## config.mk

```make
export PLATFORM = sky130hd
export DESIGN_NAME = alu_arbiter
export DESIGN_NICKNAME = d
export VERILOG_FILES = /design/src/rtl/alu_arbiter.sv
export SDC_FILE = /design/constraint.sdc
export NUM_CORES = 1
export LEC_CHECK = 0
export ABC_AREA = 1
export CORE_ASPECT_RATIO = 2
export CORE_MARGIN = 2
export CORE_UTILIZATION = 38
export CTS_BUF_LIST = sky130_fd_sc_hd__clkbuf_16
export CTS_CLUSTER_DIAMETER = 50
export DETAILED_ROUTE_END_ITERATION = 7
export GPL_ROUTABILITY_DRIVEN = 0
export PLACE_DENSITY = 0.77
export RECOVER_POWER = 25
export SYNTH_ARGS = -nofsm -noshare
export SYNTH_HDL_FRONTEND = slang
export SYNTH_SLANG_ARGS = --single-unit
```

## constraint.sdc

```tcl
create_clock -name clock -period 2.53 [get_ports clock]
set_clock_uncertainty 0.05 [all_clocks]
set_input_delay 0.506 -clock clock [delete_from_list [all_inputs] [get_ports clock]]
set_output_delay 0.506 -clock clock [all_outputs]
set_load 0.005 [all_outputs]
```

## src/rtl/alu_arbiter.sv

```systemverilog
// alu_arbiter: round-robin arbiter and sequencer for the shared ALU.
// Three requesters (0 = switches, 1 = CPU core, 2 = UART parser) compete for
// one ALU. The winner's operands are registered, the ALU result is captured
// into a 16-bit result register and returned with a done pulse. Results of
// requesters selected by TX_MASK are also offered to the UART TX path over a
// valid/ready handshake that gives up after TX_TIMEOUT cycles.
module alu_arbiter #(
    parameter logic [2:0] TX_MASK    = 3'b110,
    parameter int         TX_TIMEOUT = 1023
) (
    input  logic        clock,
    input  logic        reset,
    input  logic        ena,
    input  logic [2:0]  req,
    input  logic [23:0] req_a,
    input  logic [23:0] req_b,
    input  logic [8:0]  req_op,
    output logic [2:0]  gnt,
    output logic [2:0]  done,
    output logic [15:0] result,
    output logic [7:0]  alu_a,
    output logic [7:0]  alu_b,
    output logic [2:0]  alu_opcode,
    output logic        alu_ena,
    input  logic [15:0] alu_result,
    output logic        tx_valid,
    output logic [7:0]  tx_data,
    input  logic        tx_ready,
    output logic        tx_drop,
    output logic        busy
);

    // The timeout counter only ever needs to reach TX_TIMEOUT-1 (<= 1022).
    localparam int         CNT_W    = 10;
    localparam logic [CNT_W-1:0] CNT_LAST = CNT_W'(TX_TIMEOUT - 1);

    typedef enum logic [1:0] {
        S_IDLE = 2'd0,
        S_EXEC = 2'd1,
        S_RESP = 2'd2,
        S_SEND = 2'd3
    } state_t;

    state_t            state_q, state_d;
    logic [1:0]        ptr_q, ptr_d;
    logic [1:0]        win_q, win_d;
    logic [7:0]        a_q, a_d;
    logic [7:0]        b_q, b_d;
    logic [2:0]        op_q, op_d;
    logic [15:0]       result_q, result_d;
    logic [CNT_W-1:0]  cnt_q, cnt_d;

    logic              pick_vld;
    logic [1:0]        pick_idx;
    logic              win_tx;
    logic              cnt_last;

    // Byte lane i of a packed 24-bit operand bus.
    function automatic logic [7:0] sel_byte(input logic [23:0] v, input logic [1:0] i);
        logic [7:0] r;
        case (i)
            2'd1:    r = v[15:8];
            2'd2:    r = v[23:16];
            default: r = v[7:0];
        endcase
        return r;
    endfunction

    // Opcode field i of the packed 9-bit opcode bus.
    function automatic logic [2:0] sel_op(input logic [8:0] v, input logic [1:0] i);
        logic [2:0] r;
        case (i)
            2'd1:    r = v[5:3];
            2'd2:    r = v[8:6];
            default: r = v[2:0];
        endcase
        return r;
    endfunction

    // One-hot encoding of a requester index (index 3 never occurs).
    function automatic logic [2:0] onehot3(input logic [1:0] i);
        logic [2:0] r;
        case (i)
            2'd1:    r = 3'b010;
            2'd2:    r = 3'b100;
            default: r = 3'b001;
        endcase
        return r;
    endfunction

    // Successor of a requester index modulo 3.
    function automatic logic [1:0] next3(input logic [1:0] i);
        logic [1:0] r;
        case (i)
            2'd0:    r = 2'd1;
            2'd1:    r = 2'd2;
            default: r = 2'd0;
        endcase
        return r;
    endfunction

    // Round-robin search starting at the pointer: ptr, ptr+1, ptr+2 (mod 3).
    always_comb begin
        logic [1:0] cand;
        pick_vld = 1'b0;
        pick_idx = 2'd0;
        cand     = ptr_q;
        for (int k = 0; k < 3; k++) begin
            if (!pick_vld && ((req & onehot3(cand)) != 3'b000)) begin
                pick_vld = 1'b1;
                pick_idx = cand;
            end
            cand = next3(cand);
        end
    end

    assign win_tx   = (TX_MASK & onehot3(win_q)) != 3'b000;
    assign cnt_last = (cnt_q == CNT_LAST);

    // State register; reset aborts any operation in flight.
    always_ff @(posedge clock) begin
        if (reset) begin
            state_q <= S_IDLE;
        end else begin
            state_q <= state_d;
        end
    end

    // Next-state logic; ena only gates leaving IDLE.
    always_comb begin
        state_d = state_q;
        case (state_q)
            S_IDLE: begin
                if (ena && pick_vld) begin
                    state_d = S_EXEC;
                end
            end
            S_EXEC: state_d = S_RESP;
            S_RESP: state_d = win_tx ? S_SEND : S_IDLE;
            S_SEND: begin
                if (tx_ready || cnt_last) begin
                    state_d = S_IDLE;
                end
            end
            default: state_d = S_IDLE;
        endcase
    end

    // Datapath next values: operand capture, result capture, TX wait counter.
    always_comb begin
        ptr_d    = ptr_q;
        win_d    = win_q;
        a_d      = a_q;
        b_d      = b_q;
        op_d     = op_q;
        result_d = result_q;
        cnt_d    = cnt_q;
        case (state_q)
            S_IDLE: begin
                if (ena && pick_vld) begin
                    win_d = pick_idx;
                    a_d   = sel_byte(req_a, pick_idx);
                    b_d   = sel_byte(req_b, pick_idx);
                    op_d  = sel_op(req_op, pick_idx);
                    ptr_d = next3(pick_idx);
                end
            end
            S_EXEC: result_d = alu_result;
            S_RESP: cnt_d = '0;
            S_SEND: begin
                if (!tx_ready && !cnt_last) begin
                    cnt_d = cnt_q + 1'b1;
                end
            end
            default: ;
        endcase
    end

    // Datapath registers; everything clears on reset so all outputs read 0.
    always_ff @(posedge clock) begin
        if (reset) begin
            ptr_q    <= 2'd0;
            win_q    <= 2'd0;
            a_q      <= 8'h00;
            b_q      <= 8'h00;
            op_q     <= 3'd0;
            result_q <= 16'h0000;
            cnt_q    <= '0;
        end else begin
            ptr_q    <= ptr_d;
            win_q    <= win_d;
            a_q      <= a_d;
            b_q      <= b_d;
            op_q     <= op_d;
            result_q <= result_d;
            cnt_q    <= cnt_d;
        end
    end

    // Outputs decoded from the current state and the registered winner.
    always_comb begin
        gnt      = 3'b000;
        done     = 3'b000;
        alu_ena  = 1'b0;
        tx_valid = 1'b0;
        tx_data  = 8'h00;
        tx_drop  = 1'b0;
        busy     = (state_q != S_IDLE);
        case (state_q)
            S_EXEC: begin
                gnt     = onehot3(win_q);
                alu_ena = 1'b1;
            end
            S_RESP: done = onehot3(win_q);
            S_SEND: begin
                tx_valid = 1'b1;
                tx_data  = result_q[7:0];
                tx_drop  = !tx_ready && cnt_last;
            end
            default: ;
        endcase
    end

    assign result     = result_q;
    assign alu_a      = a_q;
    assign alu_b      = b_q;
    assign alu_opcode = op_q;

endmodule
```

Word-level counts from Yosys, hierarchy flattened
Index checks and enable logic that the tools add are counted.

Output and inout port bits: 53. Logic and storage cells: 80. Input bits: 80. Register bits after elaboration: 51.

$add $sub $neg: 1. Multiplexer cells: 28. Equal/unequal tests: 17. Bitwise operators: 3. Reductions and logical operators: 23.

Operators by type and width (count): case mux 8 bit (2 select lines) (2); case mux 3 bit (2 select lines) (5); case mux 10 bit (2 select lines) (1); equality test 2 bit, second input constant (7); equality test 2 x 1 -> 1 bit, second input constant (6); 2-to-1 mux 2 bit (6); case mux 2 bit (2 select lines) (3); nonzero test 3 bit (4); adder 10 x 1 -> 10 bit, second input constant (1); equality test 10 bit, second input constant (1); 2-to-1 mux 10 bit (1); bitwise AND 3 bit (3); zero test 2 bit (4); 2-to-1 mux 8 bit (1); case mux 2 bit (4 select lines) (1); 2-to-1 mux 1 bit (6); 2-to-1 mux 3 bit (2); inequality test 2 bit, second input constant (3); AND reduction 2 bit (3); logical AND 1 bit (5); zero test 1 bit (4); nonzero test 2 bit (2); logical OR 1 bit (1).

Longest topological paths before layout
Depth after elaboration: 14. Mapped depth: 20. Gate-level depth less buffers: 18.

Worst setup path before layout
No wires, ideal clock.

Path type: register to register. Start point: register ptr_q[0]. End point: register b_q[6], in the netlist alu_b[6]. Data required time: 2.365 ns. Library setup time: 0.115 ns. Period minus slack after synthesis: 2.577 ns. Stages on the path, launching flop included: 18. Path buffers: 2. Slack: -0.047 ns. Arrival: 2.412 ns. Cell sequence: dfxtp_1 > inv_1 > ha_1 > inv_1 > nand2_1 > nand3_1 > nor2_1 > nand3_1 > nand2_1 > inv_1 > ha_1 > buf_2 > clkbuf_1 > nand3_1 > o21ai_0 > nand3_1 > nand2_1 > nor2_1.

Word-level cells in the longest chain between the ends: 13. Elaborated cells between the ends (all ways): 34. Those cells by class: eq/ne: 8; mux: 12; bitwise: 3; reduce/logical: 11.

Ends and longest elaborated chain: from (decl) (RTL line 45) `logic [1:0] ptr_q, ptr_d;`; from (signal assigned) (RTL line 190) `ptr_q <= ptr_d;`; parallel branches: the longest is 10 deep, another holds case mux 3 bit (2 select lines); 2-to-1 mux 2 bit (*) (RTL line 109) `if (!pick_vld && ((req & onehot3(cand)) != 3'b000)) begin`; net pick_idx[0] (RTL line 54) `logic [1:0] pick_idx;`; equality test 2 bit or equality test 2 x 1 -> 1 bit (tied branches) (RTL line 61) `case (i)`; case mux 8 bit (2 select lines) (*) (RTL line 61); to (signal assigned) (RTL line 185) `b_q <= 8'h00;`; to (signal assigned) (RTL line 193) `b_q <= b_d;`; to (decl) (RTL line 48) `logic [7:0] b_q, b_d;`.

Mark *: on every way through the listed nets, which the timed path passes. A chain may end at the register's enable or synchronous reset.

Worst setup path in the final report
Start point: input req[1]. End point: register b_q[0], in the netlist alu_b[0].

Word-level cells in the longest chain between the ends: 11. Elaborated cells between the ends (all ways): 21. Those cells by class: eq/ne: 2; mux: 7; bitwise: 3; reduce/logical: 9.

Ends and longest elaborated chain: from (decl) (RTL line 14) `input logic [2:0] req,`; bitwise AND 3 bit (RTL line 109); nonzero test 3 bit (RTL line 109); 2-to-1 mux 1 bit (RTL line 109); zero test 1 bit (RTL line 109); logical AND 1 bit (RTL line 109); 2-to-1 mux 1 bit (RTL line 109); zero test 1 bit (RTL line 109); logical AND 1 bit (RTL line 109); 2-to-1 mux 2 bit (*) (RTL line 109); net pick_idx[0] (RTL line 54); equality test 2 bit or equality test 2 x 1 -> 1 bit (tied branches) (RTL line 61); case mux 8 bit (2 select lines) (*) (RTL line 61).

The timed path passes the listed nets; every way through them passes the cells marked *.

==> flow_summary_export.csv <==
group,metric,value,unit
placed_design,port_buffers,132,
sta,grt_setup_unrepaired,"yes",
cells_and_area,multi_input_area,1660,um^2
route,drt_drc_violations_left,0,
route,wire_per_inst,13.3,um
synth,yosysSeqAreaShare,34.8,%
cts,cts_sinks,51,
die,fp-row-count,45,
global_routing,grt_pass1_vias,3291,
synth,netlist_instances,467,
sta,setup_viol,0,
synth,yosysTopAreaCell,"dfxtp_1",
placed_design,hpwl,6900,um
critical_path,reg2reg_depth,15,
critical_path,worstPathArrival,2.52,ns
die,die_w,66.1,um
die,core,7540,um^2
critical_path,critical_path.startpoint_type,"input port",
die,die-area,8480,um^2
critical_path,critical_path_class,"in2reg",
cts,cts_buffers,5,
sta,report.final.slew_viol_count,0,
pwr,power_density,1150,nW/um^2
cells_and_area,nets,690,
cts,cts_buffer_depth,2,
global_routing,grt_usage,21.3,%
route,drt_iter0_drc,170,
cells_and_area,post-route-util,61.5,%
critical_path,crit_start,"req[1]",
synth,synth_area_leaders,"dfxtp_1, nand2_1, nand3_1, nor2_1, a21oi_1",
cells_and_area,ff_latch_area,1030,um^2
pwr,peakVddDrop,0.924,mV
sta,worst_pin_slew,0.680,ns
synth,yosysMostFrequentCell,"nand2_1",
cells_and_area,drive_gt1_share,7.19,%
pwr,power.leakage,1.88,nW
critical_path,end_kind,"register",
pwr,switching_share,40.9,%
die,die_h,128,um
cells_and_area,layout.filler_cells,715,
critical_path,rr_startpoint,"ptr_q[0]",
cells_and_area,antenna_cells,0,
synth,syn_avg_cell_area,6.28,um^2
synth,netlist_area,2930,um^2
sta,period_share,94.1,%
cts,clk_pin_slew,0.07,ns
placed_design,place_area,4400,um^2
synth,synth_commonest_cells,"nand2_1, nor2_1, nand3_1",
route,antenna_left,0,
synth,synth_top_area_share,34.8,%
synth,synthArstFlopShare,0,%
critical_path,required,2.67,ns
global_routing,antenna_found_initial,0,
sta,hold_violations,0,
cts,worstSkewPairLatency,0.30,ns
route,via_per_inst,4.96,
sta,fin_crit,2.38,ns
sta,fmax,420,MHz
pwr,seqPwrFrac,22.0,%
min_path,hold_path.class,"reg2reg",
run_status,status,"complete, no violations",
die,ioPinCount,133,
critical_path,cp_max_fo,19,
global_routing,grt_max_degree,39,
cts,cts_tree,"built",
synth,synth_flop_cell,"dfxtp_1",
global_routing,overflow,0,
pwr,p_int,3.15,mW
route,firstDrtPassIters,4,
synth,yosysWarnings,0,
cells_and_area,final_cell_area,4640,um^2
pwr,power.switching,2.18,mW
synth,synth_edf_count,0,
cts,clockRootBuffer,"clkbuf_16",
route,vias,3434,
min_path,hold_path_depth,2,
pwr,power_frac_comb,65.0,%
route,routed_wl,9190,um
pwr,p_clk_share,13.1,%
min_path,hp-start,"result[2]",
global_routing,grt_pass1_wl,14300,um
synth,synth_nets,560,
sta,setup-tns-final,0,ns
cts,cts_max_level,2,
sta,max_slew_margin,54.7,%
cts,cts_hold_buf,0,
cells_and_area,area_growth_syn_to_layout,58.2,%
synth,ys_seq_elements,51,
synth,synth.distinct_cells,21,
run,drv_cap,0,
die,initial_core_util,38.9,%
## critical path: stages
cell and delay, ns:
clkdlybuf4s50_1 0.46, nand2_1 0.10, nand2_1 0.06, inv_1 0.06
nand2_2 0.07, nor2_2 0.15, nand3_1 0.08, nand2_1 0.10
inv_1 0.09, ha_4 0.28, clkbuf_16 0.18, o21ai_0 0.18
nand3_1 0.10, nand2_1 0.07, nor2_1 0.04
## layout make-up
type	instances	area share (%)
Multi-Input combinational cell	347	35.9
Tap cell	94	2.54
Clock buffer	5	2.70
Timing Repair Buffer	150	32.9
Inverter	42	3.40
Sequential cell	51	22.1
Clock inverter	3	0.513
## stage by stage
step / power [mW] / std cells / hold slack [ns] / setup WS (ns)
4_1_cts: 4.89 / 689 / 0.427 / 0.0155
6_report: 5.32 / 692 / 0.430 / 0.148
3_5_place_dp: 4.19 / 681 / 0.416 / -0.214
2_1_floorplan: 2.99 / 467 / 0.391 / 0.0102
5_1_grt: 5.79 / 692 / 0.452 / -0.0491
3_3_place_gp: 4.10 / 681 / 0.402 / -0.118
## cells by family (layout without fill, tap and decap cells)
| logic type | after synthesis | count (layout) | synth area share (%) |
|---|---|---|---|
| flip-flops | 51 | 51 | 34.8 |
| AND/OR/NAND/NOR | 254 | 254 | 36.1 |
| adder cells (fa/ha/maj) | 13 | 13 | 5.55 |
| buffers and inverters | 69 | 200 | 9.60 |
| XOR/XNOR | 2 | 2 | 0.598 |
| AO/OA/AOI/OAI | 78 | 78 | 13.3 |
## flip-flops by register name, indices dropped and copies added, names as in the netlist
signal / count
ptr_q: 2
alu_a: 8
alu_b: 8
win_q: 2
state_q: 2
cnt_q: 10
alu_opcode: 3
result: 16
## layout by cell type (no fill, tap or decap), types with 2 or more instances in the layout
| cell type | netlist | routed |
|---|---|---|
| clkdlybuf4s50_1 | 0 | 128 |
| ha_1 | 13 | 11 |
| nand2_2 | 1 | 2 |
| nor2_2 | 3 | 6 |
| buf_12 | 0 | 3 |
| nand2_1 | 112 | 111 |
| a21oi_1 | 41 | 40 |
| dfxtp_1 | 51 | 49 |
| nand3_1 | 57 | 56 |
| nor2_1 | 75 | 72 |
| inv_1 | 41 | 41 |
| buf_4 | 0 | 12 |
| xnor2_1 | 2 | 2 |
| o21ai_0 | 37 | 36 |
| nor3_1 | 2 | 2 |
| dlygate4sd3_1 | 0 | 4 |
| clkinvlp_4 | 0 | 2 |
| clkbuf_16 | 0 | 7 |
## per-layer routing
metal	up-vias	GRT usage (%)	part of all wire, %
met5	-	0	0
met4	0	10.4	3.9
met3	24	2.90	3.7
met2	115	42.1	59
met1	1551	20.0	34
li1	1744	-	-
## worst paths after layout
path | slack (ns) | endpoint
worst min register to register | 0.43 | result[2]
worst max register to register | 0.16 | alu_b[0]
worst min-delay path | 0.43 | result[2]
worst max-delay path | 0.15 | alu_b[0]
## power by group through the flow
stage                     clock network, mW  logic [mW]  registers (mW)
final                                 0.696        3.46            1.17
after detailed placement                  0        3.01            1.18
after global routing                  0.742        3.85            1.19
after CTS                             0.708        3.02            1.16
after floorplan                           0        1.81            1.17
after global placement                    0        2.94            1.16
## repair_timing
action	CTS	global route
pin swaps	0	1
gates resized for setup	1	13
setup buffers	0	1
hold endpoints to repair	0	0
cloned	0	2
setup endpoints to repair	19	20
Note: power is estimated with default switching activity, not from simulation.
